### src/rtl/contador_pkg.sv
// Shared constants and helpers for the parametrised up/down counter family.
package contador_pkg;

  localparam logic MODE_WRAP = 1'b0;
  localparam logic MODE_SAT  = 1'b1;
  localparam logic DIR_UP    = 1'b1;
  localparam logic DIR_DOWN  = 1'b0;

  // Bits needed to hold 0..n-1, never less than one bit.
  function automatic int clog2(input int n);
    int r;
    int v;
    r = 0;
    v = n - 1;
    while (v > 0) begin
      r = r + 1;
      v = v >> 1;
    end
    return (r < 1) ? 1 : r;
  endfunction

endpackage

### src/rtl/contador_prescaler.sv
// Enable prescaler: tick fires on every PRESC-th enabled cycle.
// Only built when CONTADOR_PRESCALER_EN is defined.
`ifdef CONTADOR_PRESCALER_EN
module contador_prescaler
  import contador_pkg::*;
#(
  parameter int PRESC = 4
) (
  input  logic clk,
  input  logic reset,
  input  logic clr,
  input  logic enable,
  output logic tick
);

  localparam int PW = clog2(PRESC);
  localparam logic [PW-1:0] LAST = PW'(PRESC - 1);

  logic [PW-1:0] cnt;

  assign tick = enable & (cnt == LAST);

  always_ff @(posedge clk) begin
    if (reset || clr) begin
      cnt <= '0;
    end else if (enable) begin
      cnt <= tick ? '0 : cnt + PW'(1);
    end
  end

endmodule
`endif

### src/rtl/contador_updown_param.sv
// Parametrised up/down counter with load, wrap/saturate bounds and cascade tc.
// Optional enable prescaler selected by CONTADOR_PRESCALER_EN.
module contador_updown_param
  import contador_pkg::*;
#(
  parameter int WIDTH     = 4,
  parameter int MAX_VAL   = 2**WIDTH - 1,
  parameter int RESET_VAL = 0
`ifdef CONTADOR_PRESCALER_EN
  ,
  parameter int PRESC     = 4
`endif
) (
  input  logic             clk,
  input  logic             reset,
  input  logic             enable,
  input  logic             updown,
  input  logic             load,
  input  logic [WIDTH-1:0] load_val,
  input  logic             sat_mode,
  output logic [WIDTH-1:0] cont,
  output logic             tc,
  output logic             wrapped,
  output logic             sat_flag
);

  localparam logic [WIDTH-1:0] MAX_V = WIDTH'(MAX_VAL);
  localparam logic [WIDTH-1:0] RST_V = WIDTH'(RESET_VAL);
  localparam logic [WIDTH-1:0] ZERO  = '0;

  logic             step;
  logic             at_max;
  logic             at_min;
  logic [WIDTH-1:0] load_clamp;
  logic [WIDTH-1:0] cont_next;
  logic             wrap_evt;
  logic             sat_evt;

`ifdef CONTADOR_PRESCALER_EN
  contador_prescaler #(
    .PRESC (PRESC)
  ) u_prescaler (
    .clk    (clk),
    .reset  (reset),
    .clr    (load),
    .enable (enable),
    .tick   (step)
  );
`else
  assign step = enable;
`endif

  assign at_max     = (cont == MAX_V);
  assign at_min     = (cont == ZERO);
  assign load_clamp = (load_val > MAX_V) ? MAX_V : load_val;

  // step already carries enable (and the prescaler gate when present).
  assign tc = step & (((updown == DIR_UP) & at_max) | ((updown == DIR_DOWN) & at_min));

  always_comb begin
    cont_next = cont;
    wrap_evt  = 1'b0;
    sat_evt   = 1'b0;
    if (step) begin
      if (updown == DIR_UP) begin
        if (!at_max) begin
          cont_next = cont + WIDTH'(1);
        end else if (sat_mode == MODE_SAT) begin
          sat_evt = 1'b1;
        end else begin
          cont_next = ZERO;
          wrap_evt  = 1'b1;
        end
      end else begin
        if (!at_min) begin
          cont_next = cont - WIDTH'(1);
        end else if (sat_mode == MODE_SAT) begin
          sat_evt = 1'b1;
        end else begin
          cont_next = MAX_V;
          wrap_evt  = 1'b1;
        end
      end
    end
  end

  // Register stage: reset > load > count.
  always_ff @(posedge clk) begin
    if (reset) begin
      cont     <= RST_V;
      wrapped  <= 1'b0;
      sat_flag <= 1'b0;
    end else if (load) begin
      cont     <= load_clamp;
      wrapped  <= 1'b0;
      sat_flag <= 1'b0;
    end else begin
      cont     <= cont_next;
      wrapped  <= wrap_evt;
      sat_flag <= sat_flag | sat_evt;
    end
  end

endmodule

### config.mk
export PLATFORM = sky130hd
export DESIGN_NAME = contador_updown_param
export DESIGN_NICKNAME = d
export VERILOG_FILES = /design/src/rtl/contador_pkg.sv /design/src/rtl/contador_prescaler.sv /design/src/rtl/contador_updown_param.sv
export SDC_FILE = /design/constraint.sdc
export NUM_CORES = 1
export LEC_CHECK = 0
export CORE_AREA = 5 5 42 44
export DETAILED_ROUTE_END_ITERATION = 8
export DIE_AREA = 0 0 47 49
export PLACE_DENSITY = 0.67
export SYNTH_ARGS = -nofsm -noshare
export SYNTH_HDL_FRONTEND = slang
export SYNTH_SLANG_ARGS = --single-unit
### constraint.sdc
create_clock -name clk -period 2.67 [get_ports clk]
set_input_delay 0.534 -clock clk [delete_from_list [all_inputs] [get_ports clk]]
set_output_delay 0.534 -clock clk [all_outputs]
set_load 0.02 [all_outputs]
After elaboration in Yosys (flattened, before gate mapping)
Cells that the tools add are included.
{ "word_totals": {"regBits": 6, "input_bits": 10, "wordCells": 38, "out_inout_bits": 7} }
{ "classes": {"n_bitwise": 7, "reduce_logical": 5, "magnitude_cmp": 1, "n_mux": 17, "n_eq_ne": 3, "add_sub_neg": 2} }
{ "ops": {"columns": ["op", "n"], "rows": [
  ["2-to-1 mux 4 bit", 8],
  ["2-to-1 mux 1 bit", 9],
  ["inequality test 4 bit (second input constant)", 2],
  ["adder 4 x 1 -> 4 bit (second input constant)", 1],
  ["equality test 4 bit (second input constant)", 1],
  ["greater-than comparator 4 bit (second input constant)", 1],
  ["zero test 4 bit", 1],
  ["subtractor 4 x 1 -> 4 bit (second input constant)", 1],
  ["bitwise AND 1 bit", 3],
  ["AND reduction 3 bit", 1],
  ["OR reduction 3 bit", 1],
  ["inverter 1 bit", 2],
  ["OR 1 bit", 2],
  ["nonzero test 2 bit", 1],
  ["OR reduction 2 bit", 1]
]} }

Logic depth before layout (Yosys ltp)
Gate-level depths: netlist of the first run.
{ "logic_depth": {"ltp_word": 5, "ltp_mapped": 6, "ltp_nobuf": 6} }

Worst setup path before layout of the first run
OpenSTA, ideal clock, no wires.
{ "synth_timing": {"kind": "register -> output", "start": "reg cont[0]", "end": "out tc", "path_buffers": 0, "t_required_ps": 2136, "arrival_time_ps": 1444, "slack_ps": 692, "path_stages_with_launch": 6, "cell_sequence": "dfxtp_1 inv_1 ha_1 nor4b_4 or2_1 and2_1"} }
{ "synth_via": {"elab_chain_cells": 4, "word_cells_on_any_way": 6, "cone_classes": "eq/ne (1); bitwise (4); reduce/logical (1)"} }
{ "synth_rtl": {"columns": ["element", "line", "text"], "rows": [
  ["start: declaration", "contador_updown_param.sv:21", "output logic [WIDTH-1:0] cont,"],
  ["start signal: assignment", "contador_updown_param.sv:94", "cont <= load_clamp;"],
  ["start signal: assignment", "contador_updown_param.sv:98", "cont <= cont_next;"],
  ["equality test 4 bit or zero test 4 bit (tied branches)", "contador_updown_param.sv:53, contador_updown_param.sv:54", null],
  ["bitwise AND 1 bit", "contador_updown_param.sv:58", "assign tc = step & (((updown == DIR_UP) & at_max) | ((updown == DIR_DOWN) & at_min));"],
  ["OR 1 bit (*)", "contador_updown_param.sv:58", null],
  ["bitwise AND 1 bit (*)", "contador_updown_param.sv:58", null],
  ["end: declaration", "contador_updown_param.sv:22", "output logic tc,"]
]} }
Mark *: on every way between the ends. The rest lies on a longest branch, timed or not.

Worst setup path in the final report of the first run
{ "layout_timing": {"start": "in updown", "end": "out tc"} }
{ "layout_via": {"elab_chain_cells": 4, "word_cells_on_any_way": 5, "cone_classes": "bitwise (5)"} }
{ "layout_rtl": {"columns": ["element", "line", "text"], "rows": [
  ["start: declaration", "contador_updown_param.sv:17", "input logic updown,"],
  ["inverter 1 bit", "contador_updown_param.sv:58", null],
  ["bitwise AND 1 bit", "contador_updown_param.sv:58", null],
  ["OR 1 bit (*)", "contador_updown_param.sv:58", null],
  ["bitwise AND 1 bit (*)", "contador_updown_param.sv:58", null]
]} }
Marked as above.

==> flow_summary.json, run 1 <==
{
  "finClkSkew_ns": 0.006463,
  "wl_per_cell_um": 14.60,
  "grt_use_total_pct": 12.83,
  "worst-path-max-fanout": 4,
  "final_common_cell": "clkdlybuf4s50_1",
  "timing.rr.end": "cont[2]",
  "io_pins": 17,
  "outcome": "complete, no violations",
  "end_kind": "primary output",
  "die_h_um": 49,
  "nets": 88,
  "first_iter_violations": 8,
  "syn-mean-instance-area_um2": 9.288,
  "irDropWorstVdd_mv": 0.2168,
  "r2r-start": "cont[1]",
  "layout.area.seq_um2": 120.1,
  "portBuffers": 16,
  "synth_nets": 64,
  "period_share_pct": 94.94,
  "antenna_cells": 0,
  "drive_above_1_share_pct": 24.32,
  "ys.flop_type": "dfxtp_1",
  "cts-resized-gates": 1,
  "fmax_ghz": 0.3945,
  "multi_input_area_um2": 321.6,
  "antenna_left": 0,
  "grt_pass1_vias": 484,
  "cts_tree": "done",
  "setup_tns_ns": 0,
  "synth-edff-count": 0,
  "cts_hold_buf": 0,
  "placed_area_um2": 693.2,
  "power_density_mw_per_mm2": 403.9,
  "fillers": 147,
  "rows": 14,
  "tightest_slew_ns": 0.3309,
  "relSlewSlack_pct": 77.37,
  "power.leakage_nw": 0.2760,
  "power_uw": 288.5,
  "synth_cells": 52,
  "worst-r2r-cell-count": 6,
  "drc_errors": 0,
  "critPathLaunchType": "input port",
  "first_pass_iters": 4,
  "area_growth_pct": 47.93,
  "cp-endpoint": "tc",
  "synthesis.area_um2": 483.0,
  "clkSinkCount": 6,
  "synth_area_leaders": "dfxtp_1, inv_1, a31oi_1",
  "design_area_um2": 714.4,
  "final_cell_mix": "clkdlybuf4s50_1, inv_1, dfxtp_1, buf_4, a31oi_1",
  "min_path_type": "flop to flop",
  "critPathKind": "input port to primary output",
  "numCtsBuffers": 3,
  "die_x_um": 47,
  "post-route-min-period_ns": 2.535,
  "grt_pass1_wl_um": 2145,
  "synthArstFlopShare_pct": 0,
  "clkTransAtPathRegs_ns": 0.05,
  "setup_viol": 0,
  "rsz0062_at_grt": "no",
  "synth.distinct_cells": 31,
  "yosysWarnings": 0,
  "root_buffer": "clkbuf_4",
  "arrival_ns": 2.00,
  "start_util_pct": 34.46,
  "fp.coreArea_mm2": 0.001401,
  "grt_max_degree": 12,
  "fp.dieArea_mm2": 0.002303,
  "crit_path_start": "updown",
  "ys_seq_area_share_pct": 24.87,
  "vias": 516,
  "drv_slew": 0,
  "finalWirelength_um": 1314,
  "clock_path_buffers": 2,
  "gp_congestion": 0.8537,
  "viasPerCell": 5.733,
  "htreeDepth": 1,
  "worstPathRequired_ns": 2.14,
  "antenna_found_initial": 0,
  "yosysTopAreaCell": "dfxtp_1",
  "regToRegSetupSlack_ns": 0.93,
  "cts_setup_buffers": 0,
  "synth_seq_cells": 6,
  "drv_cap": 0,
  "synth_top_area_share_pct": 24.87,
  "dp_hpwl_um": 991.1,
  "hold_violations": 0,
  "insertion_delay_ns": 0.25,
  "grt-ovfl-total": 0
}
## where the power goes
part | internal (mW) | switching [mW]
logic | 0.0525 | 0.0463
clock network | 0.0509 | 0.0333
registers | 0.0955 | 0.0101
## per-layer routing
layer,track usage [%],up-vias,routed length (um)
met2,17.19,24,618
met5,0,-,0
met4,4.147,0,13
met1,18.06,243,561
met3,5.535,2,120
li1,-,247,-
## worst min path at each step
stage / start / to / slack [ns] / cells past startpoint
6_report: sat_flag / sat_flag / 0.54 / 2
5_1_grt: sat_flag / sat_flag / 0.57 / 2
4_1_cts: sat_flag / sat_flag / 0.54 / 2
3_5_place_dp: sat_flag / sat_flag / 0.53 / 2
3_3_place_gp: sat_flag / sat_flag / 0.52 / 2
2_1_floorplan: sat_flag / sat_flag / 0.60 / 2
## flip-flops by register name (all words and copies together), names as in the netlist
signal	cells
cont	4
sat_flag	1
wrapped	1
## metrics by stage
stage / instances / utilization [%] / hold slack (ns) / setup slack [ns]
after floorplan: 52 / - / 0.5971 / 0.6922
after global placement: 87 / 49.46 / 0.5229 / -0.1189
after detailed placement: 87 / 49.46 / 0.5260 / -0.1331
after CTS: 90 / 50.98 / 0.5364 / 0.1287
after global routing: 90 / 50.98 / 0.5674 / 0.05405
final: 90 / 50.98 / 0.5417 / 0.1352
## Yosys cell counts (2+ instances only)
cell type and n:
dfxtp_1 6, a31oi_1 4, nand4_1 2, clkbuf_1 2, a311o_1 2, inv_1 7
a21oi_1 3, ha_1 2, a211oi_1 2
## cell families after synthesis
group / share of synthesized area [%]
buffers and inverters: 8.551
DFF: 24.87
AOI/OAI and AO/OA: 36.27
and+or+nand+nor: 20.98
xor gates and xnor gates: 1.814
adders and majority gates: 5.181
muxes: 2.331
## area by class of cell
| type | count | area share (%) |
|---|---|---|
| Tap cell | 16 | 2.802 |
| Inverter | 7 | 3.678 |
| Sequential cell | 6 | 16.81 |
| Clock buffer | 3 | 3.152 |
| Multi-Input combinational cell | 36 | 45.01 |
| Timing Repair Buffer | 22 | 28.55 |
## worst max-delay path, cell delays in order
cell and delay [ns]:
clkdlybuf4s50_1 0.50, nor4b_4 0.33, or2_1 0.17, and2_1 0.14, dlygate4sd2_1 0.33
(Power assumes the default switching activity.)
==> inputs of run 2 (changes only) <==
- ABC_AREA: default -> 0
==> results of run 2 <==
No change in the layout: final DEF, timing and power equal those of run 1.
==> inputs of run 3 (changes only) <==
- CELL_PAD_IN_SITES_DETAIL_PLACEMENT: default -> 0
- CELL_PAD_IN_SITES_GLOBAL_PLACEMENT: default -> 2
- CORE_AREA: 5 5 42 44 -> default
- CORE_MARGIN: default -> 5
- CORE_UTILIZATION: default -> 26
- DIE_AREA: 0 0 47 49 -> default
- PLACE_DENSITY: 0.67 -> default
- PLACE_DENSITY_LB_ADDON: default -> 0.1
==> flow_summary.json, run 3 (synthesis results as in run 1) <==
{
  "outcome": "complete, no violations",
  "nets": 89,
  "seqPwrFrac_pct": 36.5,
  "period_share_pct": 94.01,
  "largest_reg_flops": 4,
  "die_x_um": 53.10,
  "relSlewSlack_pct": 59.97,
  "final_cell_mix": "clkdlybuf4s50_1, inv_1, buf_4, dfxtp_1, a31oi_1",
  "clkSinkCount": 6,
  "min_path_type": "flop to flop",
  "setup_viol": 0,
  "top_register": "cont",
  "power_density_mw_per_mm2": 398.1,
  "first_pass_iters": 4,
  "gp_congestion": 0.7799,
  "worstPathRequired_ns": 2.14,
  "dp_hpwl_um": 1050,
  "grt_pass1_wl_um": 2277,
  "cts_tree": "done",
  "switchingPower_uw": 91.79,
  "die_h_um": 53.10,
  "area_growth_pct": 51.81,
  "wl_per_cell_um": 14.17,
  "finalWirelength_um": 1417,
  "grt_use_total_pct": 11.46,
  "tightest_slew_ns": 0.5853,
  "comb_power_share_pct": 34.7,
  "rsz0062_at_grt": "no",
  "rows": 15,
  "final_common_cell": "clkdlybuf4s50_1",
  "drv_slew": 0,
  "grt_use_met2_pct": 19.83,
  "pre_cts_ws_ns": -0.1452,
  "irDropWorstVdd_mv": 0.1593,
  "antenna_cells": 0,
  "critPathLaunchType": "input port",
  "grt-ovfl-total": 0,
  "power.leakage_nw": 0.2818,
  "fp.dieArea_mm2": 0.002820,
  "arrival_ns": 1.98,
  "portBuffers": 16,
  "fp.coreArea_mm2": 0.001745,
  "first_iter_violations": 11,
  "antenna_found_initial": 0,
  "use_met3_pct": 4.225,
  "setup_tns_ns": 0,
  "hold_ws_ns": 0.5153,
  "clkTransAtPathRegs_ns": 0.05,
  "post-route-min-period_ns": 2.510,
  "insertion_delay_ns": 0.24,
  "drc_errors": 0,
  "drive_above_1_share_pct": 25.33,
  "clock_path_buffers": 2,
  "finalCoreUtilization_pct": 42.01,
  "finClkSkew_ns": 0.005437,
  "grt_max_degree": 12,
  "finalWorstSetupSlack_ns": 0.1600,
  "critPathKind": "input port to primary output",
  "clkPwrFrac_pct": 28.9,
  "io_pins": 17,
  "end_kind": "primary output",
  "grt_pass1_vias": 524,
  "grt-busiest-layer": "met2",
  "htreeDepth": 1,
  "hold_violations": 0,
  "placed_area_um2": 704.4,
  "antenna_left": 0,
  "top_regs": "cont (4), sat_flag (1), wrapped (1)",
  "fmax_ghz": 0.3984,
  "grt_use_met1_pct": 12.27,
  "worst-path-max-fanout": 4,
  "drv_cap": 0,
  "viasPerCell": 5.160,
  "p_sw_share_pct": 31.44,
  "design_area_um2": 733.2,
  "vias": 516,
  "root_buffer": "clkbuf_4",
  "start_util_pct": 27.67,
  "numCtsBuffers": 3,
  "intPower_uw": 200.1
}
-- run 3: worst max-delay path, cell delays in order --
cell             delay [ns]
clkdlybuf4s50_1        0.49
and4_4                 0.24
or2_1                  0.24
and2_1                 0.16
dlygate4sd2_1          0.31
-- run 3: routing by layer --
layer	part of all wire [%]	wire [um]
met3	7.6	107
met1	44	627
met5	0	0
met4	0.71	10
met2	47	671
-- run 3: power by group through the flow --
stage | sequential [mW] | combinational [mW] | clock, mW
2_1_floorplan | 0.113 | 0.0490 | 0
3_3_place_gp | 0.108 | 0.0997 | 0
3_5_place_dp | 0.108 | 0.0989 | 0
4_1_cts | 0.106 | 0.101 | 0.0878
5_1_grt | 0.107 | 0.109 | 0.0952
6_report | 0.106 | 0.101 | 0.0843
-- run 3: final timing paths --
check	from	endpoint	slack [ns]	cells past startpoint
min reg2reg	sat_flag	sat_flag	0.52	2
max reg2reg	cont[1]	cont[0]	0.61	7
min	sat_flag	sat_flag	0.52	2
max	updown	tc	0.16	5
-- run 3: repair_timing --
action                                  CTS  global route
hold buffers                              0             0
endpoints found under the setup margin    1             0
setup buffers                             1             0
gates resized for setup                   1             0
-- run 3: area by class of cell --
type,count,area (um^2)
Sequential cell,6,120.1
Inverter,7,26.28
Clock buffer,3,22.52
Timing Repair Buffer,23,211.5
Fill cell,184,1012
Multi-Input combinational cell,36,321.6
Tap cell,25,31.28
-- run 3: metrics by stage --
| stage | std cells | total power, mW |
|---|---|---|
| 2_1_floorplan | 52 | 0.1617 |
| 3_3_place_gp | 96 | 0.2077 |
| 3_5_place_dp | 96 | 0.2067 |
| 4_1_cts | 100 | 0.2948 |
| 5_1_grt | 100 | 0.3111 |
| 6_report | 100 | 0.2919 |
